**config.mk**
```make
export PLATFORM = sky130hd
export DESIGN_NAME = game_over_ctrl
export DESIGN_NICKNAME = d
export VERILOG_FILES = /design/src/rtl/game_over_pkg.sv /design/src/rtl/first_set_enc.sv /design/src/rtl/game_over_ctrl.sv
export SDC_FILE = /design/constraint.sdc
export NUM_CORES = 1
export LEC_CHECK = 0
export BUFFER_PORTS_ARGS = -buffer_cell sky130_fd_sc_hd__buf_2
export CAP_MARGIN = 10
export CELL_PAD_IN_SITES_DETAIL_PLACEMENT = 0
export CELL_PAD_IN_SITES_GLOBAL_PLACEMENT = 1
export CORE_MARGIN = 5
export CORE_UTILIZATION = 44
export CTS_CLUSTER_SIZE = 20
export DETAILED_ROUTE_END_ITERATION = 16
export PLACE_DENSITY_LB_ADDON = 0.1
export RECOVER_POWER = 25
export SYNTH_ARGS = -nofsm -noshare
export SYNTH_HDL_FRONTEND = slang
export SYNTH_SLANG_ARGS = --single-unit
```
**constraint.sdc**
```tcl
create_clock -name clk -period 3.98 [get_ports clk]
set_input_delay 0.398 -clock clk [delete_from_list [all_inputs] [get_ports clk]]
set_output_delay 0.398 -clock clk [all_outputs]
set_load 0.01 [all_outputs]
```
**src/rtl/game_over_pkg.sv**
```systemverilog
// Shared types and default parameters for the game-over controller.
package game_over_pkg;
    typedef enum logic [1:0] {PLAY, HOLD, WAIT, REARM} go_state_e;

    localparam int unsigned GO_N_CH_DEF        = 2;
    localparam int unsigned GO_HOLD_CYCLES_DEF = 1024;
    localparam int unsigned GO_CNT_W_DEF       = 8;
endpackage

```
**src/rtl/first_set_enc.sv**
```systemverilog
// Lowest-index set-bit encoder with any-set and more-than-one-set flags.
module first_set_enc #(
    parameter int unsigned N     = 2,
    parameter int unsigned IDX_W = (N > 1) ? $clog2(N) : 1
) (
    input  logic [N-1:0]     vec_i,
    output logic [IDX_W-1:0] idx_o,
    output logic             valid_o,
    output logic             multi_o
);
    always_comb begin
        idx_o = '0;
        // Scan downward so the lowest set index is the last one written.
        for (int i = N - 1; i >= 0; i--) begin
            if (vec_i[i]) idx_o = IDX_W'(i);
        end
    end

    assign valid_o = |vec_i;
    assign multi_o = |(vec_i & (vec_i - 1'b1));
endmodule

```
**src/rtl/game_over_ctrl.sv**
```systemverilog
// Game-over controller: latches the first round-ending event, holds `over` for a
// minimum time, waits for restart, and re-arms once all sources are quiet.
module game_over_ctrl
    import game_over_pkg::*;
#(
    parameter int unsigned N_CH        = GO_N_CH_DEF,
    parameter int unsigned HOLD_CYCLES = GO_HOLD_CYCLES_DEF,
    parameter int unsigned CNT_W       = GO_CNT_W_DEF,
    parameter int unsigned ID_W        = (N_CH > 1) ? $clog2(N_CH) : 1
) (
    input  logic                  clk,
    input  logic                  rst,
    input  logic [N_CH-1:0]       gameover_i,
    input  logic                  restart_i,
    output logic                  over_o,
    output logic                  over_pulse_o,
    output logic                  restart_ack_o,
    output logic [ID_W-1:0]       winner_id_o,
    output logic                  tie_o,
    output logic [N_CH-1:0]       hit_mask_o,
    output logic [CNT_W-1:0]      rounds_o,
    output logic [N_CH*CNT_W-1:0] wins_o
);
    go_state_e                      state_q;
    logic                           over_q, over_pulse_q, restart_ack_q, tie_q;
    logic [ID_W-1:0]                winner_id_q;
    logic [N_CH-1:0]                hit_mask_q;
    logic [CNT_W-1:0]               rounds_q;
    logic [N_CH-1:0][CNT_W-1:0]     wins_q;

    logic [ID_W-1:0] enc_idx;
    logic            enc_valid, enc_multi;
    logic            hold_done;

    first_set_enc #(.N(N_CH), .IDX_W(ID_W)) u_enc (
        .vec_i   (gameover_i),
        .idx_o   (enc_idx),
        .valid_o (enc_valid),
        .multi_o (enc_multi)
    );

    // Hold counter exists only when a minimum display time is requested.
    if (HOLD_CYCLES > 0) begin : g_hold
        localparam int unsigned HC_W = $clog2(HOLD_CYCLES + 1);
        logic [HC_W-1:0] hold_q, hold_d;

        assign hold_done = (hold_q == HC_W'(HOLD_CYCLES - 1));
        assign hold_d    = (state_q != HOLD || hold_done) ? '0 : hold_q + 1'b1;

        always_ff @(posedge clk) begin
            if (rst) hold_q <= '0;
            else     hold_q <= hold_d;
        end
    end else begin : g_no_hold
        assign hold_done = 1'b1;
    end

    always_ff @(posedge clk) begin
        if (rst) begin
            state_q       <= PLAY;
            over_q        <= 1'b0;
            over_pulse_q  <= 1'b0;
            restart_ack_q <= 1'b0;
            tie_q         <= 1'b0;
            winner_id_q   <= '0;
            hit_mask_q    <= '0;
            rounds_q      <= '0;
            wins_q        <= '0;
        end else begin
            over_pulse_q  <= 1'b0;
            restart_ack_q <= 1'b0;
            case (state_q)
                PLAY: begin
                    // Restart in the same cycle as a round end suppresses the capture.
                    if (enc_valid && !restart_i) begin
                        hit_mask_q   <= gameover_i;
                        winner_id_q  <= enc_idx;
                        tie_q        <= enc_multi;
                        over_q       <= 1'b1;
                        over_pulse_q <= 1'b1;
                        if (rounds_q != '1) rounds_q <= rounds_q + 1'b1;
                        if (!enc_multi && wins_q[enc_idx] != '1)
                            wins_q[enc_idx] <= wins_q[enc_idx] + 1'b1;
                        state_q <= (HOLD_CYCLES == 0) ? WAIT : HOLD;
                    end
                end
                HOLD: begin
                    if (hold_done) state_q <= WAIT;
                end
                WAIT: begin
                    if (restart_i) begin
                        restart_ack_q <= 1'b1;
                        over_q        <= 1'b0;
                        state_q       <= REARM;
                    end
                end
                REARM: begin
                    if (!enc_valid) state_q <= PLAY;
                end
                default: state_q <= PLAY;
            endcase
        end
    end

    assign over_o        = over_q;
    assign over_pulse_o  = over_pulse_q;
    assign restart_ack_o = restart_ack_q;
    assign winner_id_o   = winner_id_q;
    assign tie_o         = tie_q;
    assign hit_mask_o    = hit_mask_q;
    assign rounds_o      = rounds_q;
    assign wins_o        = wins_q;
endmodule

```
==> summary.md <==
| Metric | Value |
|---|---|
| Initial antenna violation count | 0 |
| Maximum vdd drop | approximately 220 uV |
| Startpoint types | input port |
| Total Routing Usage GR | around 15% |
| Antenna violation net count after detailed routing | 0 |
| RSZ-0062 raised after global routing | false |
| Main synth FF type | dfxtp_1 |
| Area after DPL | between 2000 and 2500 um^2 |
| Setup violations, final | 0 |
| Core area | about 4700 um^2 |
| Routed WL | around 4600 um |
| Setup CP Type | in -> reg |
| Vias in the first global route | about 1,700 |
| Resize count post-CTS | 0 |
| Share of layout cells above drive strength 1 | 12.95% |
| Clk root buf | clkbuf_8 |
| Share of the yosys chip area belonging to registers | about two fifths |
| Gp weighted congestion | between 0.8 and 0.9 |
| Cell count after synthesis | roughly 250 |
| Worst setup EP type | register |
| Number of CTS-inserted buffers | 5 |
| Pins Over Slew Limit | 0 |
| Multi-input logic area | 1146 um^2 |
| Synth top area share | 41.61% |
| Rows | 25 |
| Clock Sinks | 44 |
| Cts hold-fix bufs | 0 |
| First-pass GRT wire length | 7817 um |
| DRC | 0 |
| Reg area | between 800 and 900 um^2 |
| WP buf/inv | 2 |
| Die height | 79.37 um |
| Clock Skew | approximately 0.0042 ns |
| Synthesized area | about 2100 um^2 |
| Initial Util | about 45% |
| Final Hold Fails | 0 |
| Seq cells post-synth | 44 |
| P per Cell Area | about 430 nW/um^2 |
| Post-CTS setup buffer count | 0 |
| N_diodes | 0 |
| IO buf count | 35 |
| CTS tree | done |
| Worst-Skew Late Latency | 0.29 ns |
| TNS Setup | 0 ns |
| Syn Area/Cell | about 8.6 um^2 |
| CTS H-Tree Depth | 2 |
| Crit path max fanout | 17 |
| Leak | 0.0008916 uW |
| Number of flops mapped to enable cells by yosys | 0 |
| DR WL/cell | around 14 um |
| Relative slew slack | 46.80% |
| Die X | slightly below 80 um |
| Final net count | approximately 290 |
| Status | complete, no violations |
| Yosys warnings | 0 |
| CP Data Arrival Time | ~2.9 ns |
| Final min period | between 2 and 3 ns |
| Area Overhead vs Synth | 11.94% |
| Total die area | about 6300 um^2 |
| Initial DRC Count | 140 |
| Number of max-cap violations | 0 |
| Vias per cell | ~5.4 |
| Top-count cell post-synth | dfxtp_1 |
| Synth cell types | 45 |
| Grt total ovfl | 0 |
| Critical Path RT | around 4.2 ns |
| Type of the tightest min-delay check | in -> reg |
| Synth area leader | dfxtp_1 |
| Max clock buf depth | 2 |
| Fmax | approximately 370 MHz |
| Cell area after layout | around 2400 um^2 |
| Crit-path cells | buf_2, nand2b_2, mux2i_1, inv_1, ha_1, nand2_1, mux2i_1, o2111a_2, nor4_1, mux2_2 |
| PnR Total Power | just over 1000 uW |
| Vias | roughly 1,800 |
| Tcrit/Tclk final | approximately two thirds |
| Worst path most repeated cell | mux2i_1 |
| Mapped Nets | 259 |
| Pre-antenna DRT Iters | 4 |
| Largest net degree at the start of global routing | 39 |
| Worst-Margin Slew | 0.7972 ns |
| Delay-heaviest family, CP | multiplexers |
| I/O pin cnt | 36 |
| CP max-delay cell | mux2_2 |
| Highest cell delay on the worst timing path | 0.37 ns |
| Asr flop ratio synth | 0% |
| Synth cell count leaders | dfxtp_1 (44), nor2_1 (36), nand3_1 (19) |
| Largest cells by area after synthesis | dfxtp_1 (42%), nor2_1 (6.4%), mux2i_1 (4.7%) |
| Worst-path clk slew | ~0.08 ns |
| Fillcell total | just under 500 |
| Post-DP HPWL | approximately 3300 um |
report_power, final:
part / total (uW) / switching [uW] / internal, uW
sequential: 501 / 26.4 / 474
clock: 288 / 147 / 141
combinational: 221 / 139 / 81.4
total: 1010 / 312 / 697
worst reg2reg max path: cells and delay by family, from the launching register on:
kind | cells | cell delay [ns]
multiplexers | 3 | 0.74
AND/OR/NAND/NOR | 2 | 0.42
flip-flops | 1 | 0.33
adder cells (fa/ha/maj) | 1 | 0.32
AO/OA/AOI/OAI | 1 | 0.26
buffers and inverters | 1 | 0.16
final cells by class:
| type | instances | share of cell area [%] |
|---|---|---|
| timing repair buffer | 35 | 6.547 |
| multi-input combinational | 184 | 48.36 |
| clock buffer | 7 | 3.643 |
| sequential | 44 | 37.17 |
| tap | 54 | 2.851 |
| clock inverter | 1 | 0.3168 |
| inverter | 7 | 1.109 |
flip-flops by register name, summed over array words and instances (netlist names):
| register | flops |
|---|---|
| wins_o | 16 |
| g_hold.hold_q | 11 |
| rounds_o | 8 |
| hit_mask_o | 2 |
| state_q | 2 |
| over_o | 1 |
| over_pulse_o | 1 |
| restart_ack_o | 1 |
| tie_o | 1 |
| winner_id_o | 1 |
layer usage:
metal,track usage (%),up-vias,routed length [um]
li1,-,922,-
met1,20.82,823,2316
met2,23.48,56,1911
met3,4.308,6,308
met4,5.842,0,64
met5,0,-,0
cell families after synthesis:
| group | synth area share, % |
|---|---|
| mux | 7.033 |
| simple gates | 22.64 |
| compound gates | 14.07 |
| xor+xnor | 6.620 |
| fa+ha+maj | 4.137 |
| flops | 41.61 |
| buf+inv | 3.901 |
metrics by stage:
| stage | util (%) | hold WS (ns) | std cells | worst slack, ns |
|---|---|---|---|---|
| floorplan | - | 0.4179 | 247 | 1.422 |
| global placement | 49.09 | 0.4340 | 324 | 1.048 |
| detailed placement | 49.09 | 0.4470 | 324 | 0.9566 |
| CTS | 51.09 | 0.3714 | 332 | 1.283 |
| global route | 50.51 | 0.3847 | 332 | 1.040 |
| finish | 50.51 | 0.3839 | 332 | 1.292 |
worst paths after layout:
path	start	to	slack, ns	cells after the start
max reg2reg	wins_o[0]	wins_o[7]	1.65	8
min	restart_i	restart_ack_o	0.38	3
min reg2reg	g_hold.hold_q[0]	g_hold.hold_q[0]	0.46	1
max	gameover_i[0]	wins_o[7]	1.29	10
cell usage in the layout, fill, tap and decap left out, types with 3 or more instances in the layout:
cell | netlist | final
clkbuf_8 | 0 | 6
mux2_2 | 3 | 3
xnor2_1 | 9 | 9
a21oi_1 | 18 | 18
inv_1 | 7 | 7
xor2_1 | 7 | 7
nor3_1 | 4 | 4
nand2b_1 | 3 | 3
mux2i_1 | 10 | 10
o21ai_0 | 15 | 15
nor2_1 | 36 | 36
dfxtp_1 | 44 | 44
nand4_1 | 6 | 6
clkbuf_1 | 7 | 17
ha_1 | 7 | 7
buf_2 | 2 | 19
nand3_1 | 19 | 19
nand2_1 | 14 | 15
(Power assumes the default switching activity.)
